===== src/rtl/wbi_node_arbiter.sv =====
// Round-robin arbiter sharing one slave command/response channel among NM master nodes.
// A grant is held for a whole write burst, or for one read command plus all its responses.
module wbi_node_arbiter #(
   parameter int unsigned NM = 4,
   parameter int unsigned AW = 32,
   parameter int unsigned DW = 32,
   parameter int unsigned BW = 4,
   parameter int unsigned BL = 10
) (
   input  logic             mclk,
   input  logic             reset_n,

   input  logic [NM-1:0]    m_cmd_wval_i,
   output logic [NM-1:0]    m_cmd_wrdy_o,
   input  logic [NM*AW-1:0] m_cmd_adr_i,
   input  logic [NM-1:0]    m_cmd_we_i,
   input  logic [NM*DW-1:0] m_cmd_dat_i,
   input  logic [NM*BW-1:0] m_cmd_sel_i,
   input  logic [NM*4-1:0]  m_cmd_tid_i,
   input  logic [NM*BL-1:0] m_cmd_bl_i,

   output logic [NM-1:0]    m_res_rval_o,
   input  logic [NM-1:0]    m_res_rrdy_i,
   output logic [DW-1:0]    m_res_dat_o,
   output logic             m_res_ack_o,
   output logic             m_res_lack_o,
   output logic             m_res_err_o,
   output logic [3:0]       m_res_tid_o,

   output logic             s_cmd_wval_o,
   input  logic             s_cmd_wrdy_i,
   output logic [AW-1:0]    s_cmd_adr_o,
   output logic             s_cmd_we_o,
   output logic [DW-1:0]    s_cmd_dat_o,
   output logic [BW-1:0]    s_cmd_sel_o,
   output logic [3:0]       s_cmd_tid_o,
   output logic [BL-1:0]    s_cmd_bl_o,

   input  logic             s_res_rval_i,
   output logic             s_res_rrdy_o,
   input  logic [DW-1:0]    s_res_dat_i,
   input  logic             s_res_ack_i,
   input  logic             s_res_lack_i,
   input  logic             s_res_err_i,
   input  logic [3:0]       s_res_tid_i
);

   localparam int unsigned LW = (NM > 1) ? $clog2(NM) : 1;

   typedef enum logic [1:0] {
      StIdle,
      StWrBurst,
      StRdBurst
   } state_e;

   state_e        r_state;
   state_e        w_state_d;
   logic [NM-1:0] r_gnt;
   logic [NM-1:0] w_gnt_d;
   logic [LW-1:0] r_last;
   logic [LW-1:0] w_last_d;
   logic [BL-1:0] r_bl_cnt;
   logic [BL-1:0] w_bl_cnt_d;
   logic          r_rd_cmd_done;
   logic          w_rd_cmd_done_d;

   logic [LW-1:0] w_gnt_idx;
   logic          w_gnt_wval;
   logic          w_gnt_rrdy;

   logic          w_any_req;
   logic [LW-1:0] w_win_idx;
   logic          w_win_we;
   logic [BL-1:0] w_win_bl;
   int unsigned   w_rr_dist;
   int unsigned   w_rr_best;

   // Granted master's command fields; all-zero whenever no grant is held.
   always_comb begin : gnt_mux
      w_gnt_idx   = '0;
      w_gnt_wval  = 1'b0;
      w_gnt_rrdy  = 1'b0;
      s_cmd_adr_o = '0;
      s_cmd_we_o  = 1'b0;
      s_cmd_dat_o = '0;
      s_cmd_sel_o = '0;
      s_cmd_tid_o = '0;
      s_cmd_bl_o  = '0;
      for (int unsigned i = 0; i < NM; i++) begin
         if (r_gnt[i]) begin
            w_gnt_idx   = LW'(i);
            w_gnt_wval  = m_cmd_wval_i[i];
            w_gnt_rrdy  = m_res_rrdy_i[i];
            s_cmd_adr_o = m_cmd_adr_i[i*AW +: AW];
            s_cmd_we_o  = m_cmd_we_i[i];
            s_cmd_dat_o = m_cmd_dat_i[i*DW +: DW];
            s_cmd_sel_o = m_cmd_sel_i[i*BW +: BW];
            s_cmd_tid_o = m_cmd_tid_i[i*4 +: 4];
            s_cmd_bl_o  = m_cmd_bl_i[i*BL +: BL];
         end
      end
   end

   // Winner is the requester at the smallest distance after the last winner.
   always_comb begin : rr_pick
      w_any_req = |m_cmd_wval_i;
      w_win_idx = '0;
      w_win_we  = 1'b0;
      w_win_bl  = '0;
      w_rr_dist = 0;
      w_rr_best = NM;
      for (int unsigned i = 0; i < NM; i++) begin
         w_rr_dist = (i + NM - 1 - 32'(r_last)) % NM;
         if (m_cmd_wval_i[i] && (w_rr_dist < w_rr_best)) begin
            w_rr_best = w_rr_dist;
            w_win_idx = LW'(i);
            w_win_we  = m_cmd_we_i[i];
            w_win_bl  = m_cmd_bl_i[i*BL +: BL];
         end
      end
   end

   always_comb begin : fsm_comb
      w_state_d       = r_state;
      w_gnt_d         = r_gnt;
      w_last_d        = r_last;
      w_bl_cnt_d      = r_bl_cnt;
      w_rd_cmd_done_d = r_rd_cmd_done;
      s_cmd_wval_o    = 1'b0;
      s_res_rrdy_o    = 1'b0;
      m_cmd_wrdy_o    = '0;
      m_res_rval_o    = '0;

      unique case (r_state)
         StIdle: begin
            if (w_any_req) begin
               w_gnt_d         = NM'(1) << w_win_idx;
               w_bl_cnt_d      = (w_win_bl == '0) ? BL'(1) : w_win_bl;
               w_rd_cmd_done_d = 1'b0;
               w_state_d       = w_win_we ? StWrBurst : StRdBurst;
            end
         end

         StWrBurst: begin
            s_cmd_wval_o = w_gnt_wval;
            m_cmd_wrdy_o = r_gnt & {NM{s_cmd_wrdy_i}};
            if (w_gnt_wval && s_cmd_wrdy_i) begin
               w_bl_cnt_d = r_bl_cnt - BL'(1);
               if (r_bl_cnt == BL'(1)) begin
                  w_state_d = StIdle;
                  w_last_d  = w_gnt_idx;
                  w_gnt_d   = '0;
               end
            end
         end

         StRdBurst: begin
            s_cmd_wval_o = w_gnt_wval & ~r_rd_cmd_done;
            m_cmd_wrdy_o = r_gnt & {NM{s_cmd_wrdy_i}};
            m_res_rval_o = r_gnt & {NM{s_res_rval_i}};
            s_res_rrdy_o = w_gnt_rrdy;
            if (s_cmd_wval_o && s_cmd_wrdy_i) begin
               w_rd_cmd_done_d = 1'b1;
            end
            // Error responses pass through; only the last-ack beat closes the read.
            if (s_res_rval_i && w_gnt_rrdy && s_res_lack_i) begin
               w_state_d = StIdle;
               w_last_d  = w_gnt_idx;
               w_gnt_d   = '0;
            end
         end

         default: begin
            w_state_d = StIdle;
            w_gnt_d   = '0;
         end
      endcase
   end

   always_ff @(posedge mclk) begin
      if (!reset_n) begin
         r_state       <= StIdle;
         r_gnt         <= '0;
         r_last        <= LW'(NM - 1);
         r_bl_cnt      <= '0;
         r_rd_cmd_done <= 1'b0;
      end else begin
         r_state       <= w_state_d;
         r_gnt         <= w_gnt_d;
         r_last        <= w_last_d;
         r_bl_cnt      <= w_bl_cnt_d;
         r_rd_cmd_done <= w_rd_cmd_done_d;
      end
   end

   assign m_res_dat_o  = s_res_dat_i;
   assign m_res_ack_o  = s_res_ack_i;
   assign m_res_lack_o = s_res_lack_i;
   assign m_res_err_o  = s_res_err_i;
   assign m_res_tid_o  = s_res_tid_i;

endmodule


===== config.mk =====
export PLATFORM = sky130hd
export DESIGN_NAME = wbi_node_arbiter
export DESIGN_NICKNAME = d
export VERILOG_FILES = /design/src/rtl/wbi_node_arbiter.sv
export SDC_FILE = /design/constraint.sdc
export NUM_CORES = 1
export LEC_CHECK = 0
export BUFFER_PORTS_ARGS = -buffer_cell sky130_fd_sc_hd__buf_2
export CAP_MARGIN = 20
export CORE_AREA = 5 5 194 196
export CTS_CLUSTER_DIAMETER = 100
export CTS_CLUSTER_SIZE = 30
export DETAILED_ROUTE_END_ITERATION = 6
export DIE_AREA = 0 0 199 201
export HOLD_SLACK_MARGIN = 0.02
export PLACE_DENSITY = 0.47
export SLEW_MARGIN = 5
export SYNTH_ARGS = -nofsm -noshare
export SYNTH_HDL_FRONTEND = slang
export SYNTH_SLANG_ARGS = --single-unit
export TNS_END_PERCENT = 1

===== constraint.sdc =====
create_clock -name mclk -period 4.98 [get_ports mclk]
set_clock_uncertainty 0.15 [all_clocks]
set_input_delay 0.996 -clock mclk [delete_from_list [all_inputs] [get_ports mclk]]
set_output_delay 0.996 -clock mclk [all_outputs]
set_load 0.005 [all_outputs]

==> results.md <==
- Status: finished clean
- Final period util: 87.0%
- Placed inst area: between 6000 and 7000 sq um
- Syn-to-layout area delta: 60.4%
- Leakage: 3.00 nW
- Grt met2 use: 22.5%
- Final Hold Viols: 0
- Synthesized cell area: between 4000 and 5000 sq um
- Hold Path Stages: 2
- Number of synthesized flops with an enable pin: 0
- CTS buffer count: 3
- Top Usage Layer GRT: met2
- Number of nets in the layout: about 1300
- Layout cells sized above 1: between 50 and 60%
- Final wirelength: around 28000 um
- CTS Sinks: 19
- Vias: about 6300
- Gp weighted congestion: approximately 0.89
- Worst EP arrival: ~4300 ps
- Worst hold path type: reg -> reg
- Antenna violations before repair: 4
- Wire length of the first global-routing pass: slightly below 40000 um
- Syn_area_per_cell: approximately 7 sq um
- Initial DRC Count: 511
- FMAX: roughly 0.23 GHz
- Setup crit end: r_bl_cnt[3]
- Crit Path Max Fanout: 8
- Slew headroom: around 48%
- R2R depth: 16
- Die Ht: roughly 200 um
- Vias per Instance: 4.50
- Async set or reset register ratio after synthesis: 0%
- Drt first pass iters: 5
- Die ar.: roughly 40000 sq um
- R2R setup slack: 910 ps
- Finished Cell Area: 6450 sq um
- Pwr Density: between 400 and 500 nW/um^2
- Grt total ovfl: 0
- Largest net degree at the start of global routing: between 80 and 90
- Core box area: approximately 36000 sq um
- VDD IR max: between 0.15 and 0.2 mV
- H-tree Lvls: 1
- Final setup fails: 0
- I/O pins: between 500 and 600
- Startpoint Class: input port
- DRC viols: 0
- Crit Path Class: in -> reg
- RSZ-0062 raised after global routing: false
- Initial core utilization: 11.2%
- CTS tree: built
- Cells after Synth: 570
- Post-DP HPWL: approximately 24000 um
- Clk_lat worst skew: 250 ps
- Setup TNS: 0 ps
- WL/cell: approximately 20 um
- Ys Warns: 0
- Cts hold-fix bufs: 0
- Number of setup buffers added after CTS: 0
- CP required: between 4000 and 5000 ps
- Met3 usage: between 2 and 2.5%
- Post-CTS Resized: 0
- Clock Tree Root: clkbuf_16
- Vias in the first global route: approximately 6400
- RR Endpoint: r_bl_cnt[3]
- Top_reg_cell synth: dfxtp_1
- Met1 Usage GRT: 15.7%
- Clock Tree Buf Depth: 2
- Worst R2R Start: r_last[0]
- Remaining antenna violation count: 0
- Slew Viols, Final: 0
- Sequential-to-total area share from yosys stat: under 10%
- Crit. End Element: register
- Overall Global Routing Usage: 12.6%
- Crit path from: m_cmd_wval_i[0]
- Pin slew with the least headroom to its limit: between 700 and 800 ps
- Netlist cell types: 59
- Minimum clock period after layout: approximately 4300 ps
- Die W: around 200 um
- Total of max-cap violations: 0
- Syn_nets: a little under 1000
- IO Port Bufs: roughly 440
- Reg clk slew, reported paths: ~60 ps
- Yosys reg bits: 19
- Core Rows: 70
[synthesized netlist by cell type (2+ instances only)]
cell type / number / area (sq um)
a22oi_1: 169 / 1270
o21ai_0: 93 / 465
clkbuf_1: 48 / 180
buf_4: 39 / 293
mux2i_1: 21 / 210
dfxtp_1: 19 / 380
inv_1: 17 / 63.8
nand2_1: 17 / 63.8
nor2_1: 15 / 56.3
a21oi_1: 10 / 50.1
nor3_1: 10 / 50.1
a22o_1: 9 / 78.8
and3_1: 9 / 56.3
nand3_1: 9 / 45.0
ha_1: 8 / 100
nor2b_1: 5 / 31.3
buf_6: 4 / 45.0
nand2b_1: 4 / 25.0
nand4_1: 4 / 25.0
o21a_1: 4 / 30.0
a221oi_1: 3 / 26.3
nor3b_1: 3 / 22.5
or4_1: 3 / 22.5
a22o_2: 2 / 20.0
a31oi_1: 2 / 12.5
a41oi_1: 2 / 17.5
buf_2: 2 / 10.0
nand3b_1: 2 / 15.0
nor4_1: 2 / 12.5
o22ai_2: 2 / 25.0
o31ai_1: 2 / 15.0
o41ai_1: 2 / 17.5
or3_1: 2 / 12.5
xnor2_1: 2 / 17.5
[critical path, cell delays in order]
cell	delay (ps)
buf_2	150
nand2b_1	90
ha_1	300
and2_4	170
o22ai_2	180
nor2_1	60
a21oi_1	180
ha_1	290
a21oi_4	140
mux2i_1	210
ha_1	250
o21bai_1	250
o21a_1	210
o31a_2	250
nor2_1	70
a2111oi_0	390
nor3_1	110
[metal layers]
layer,vias to the layer above,routed length (um),part of all wire [%]
met5,-,13,0.047
met4,2,610,2.2
met3,29,2060,7.4
met2,350,14000,50
met1,2968,11300,40
li1,2939,-,-
[layout by cell type, fill, tap and decap left out, drive strengths merged, types with 2 or more instances in the layout]
cell type  count
a21oi         11
dfxtp         19
o31ai          3
o41ai          2
a22oi        169
a22o          11
mux2           2
mux2i         21
nor2          15
nand2b         5
a31oi          2
nand3          9
nand4          4
xnor2          2
ha             8
nor2b          5
or4            3
clkbuf         3
buf          448
o21ai         94
or3            2
nor3b          3
nand3b         2
and2           2
nor4           3
and3           9
a41oi          2
o22ai          2
nor3          10
nand2         17
inv           18
o21a           4
a221oi         4
[report_power, final]
part	internal, W	leakage, nW	switching, W
logic	0.00105	2.80	0.00155
registers	0.000210	0.158	0.000105
clock network	0.000108	0.0409	0.0000614
[stage by stage]
step	hold slack [ps]	utilization, %	power (W)	instances	setup WS [ps]
3_3_place_gp	310	17.7	0.00290	1392	474
4_1_cts	330	17.9	0.00309	1396	686
3_5_place_dp	322	17.7	0.00292	1392	430
6_report	332	18.0	0.00308	1397	649
5_1_grt	347	18.0	0.00334	1397	431
2_1_floorplan	299	-	0.00183	570	428
[worst min path at each step]
stage | from | end
final | r_state[1] | r_state[1]
after global routing | r_state[1] | r_state[1]
after CTS | r_rd_cmd_done | r_rd_cmd_done
after detailed placement | r_rd_cmd_done | r_rd_cmd_done
after global placement | r_rd_cmd_done | r_rd_cmd_done
after floorplan | r_state[1] | r_state[1]
[registers in the layout, summed over array words and instances, names as in the netlist]
signal	cells
r_last	2
r_state	2
r_bl_cnt	10
r_rd_cmd_done	1
r_gnt	4
[cell type report]
| cell class | count | area, sq um |
|---|---|---|
| Clock inverter | 1 | 5.00 |
| Fill cell | 4215 | 29500 |
| Clock buffer | 3 | 75.1 |
| Inverter | 18 | 67.6 |
| Timing Repair Buffer | 448 | 2280 |
| Antenna cell | 1 | 2.50 |
| Multi-Input combinational cell | 439 | 3040 |
| Sequential cell | 19 | 388 |
| Tap cell | 468 | 586 |
[kinds of logic after synthesis]
logic type / count (synthesis) / share of synthesized area, %
AOI/OAI and AO/OA: 314 / 54.0
xor gates and xnor gates: 3 / 0.654
adders and majority gates: 8 / 2.49
buffers and inverters: 112 / 15.2
DFF: 19 / 9.47
muxes: 23 / 5.79
and+or+nand+nor: 91 / 12.4
No activity file was read; power rests on OpenSTA's default activity.
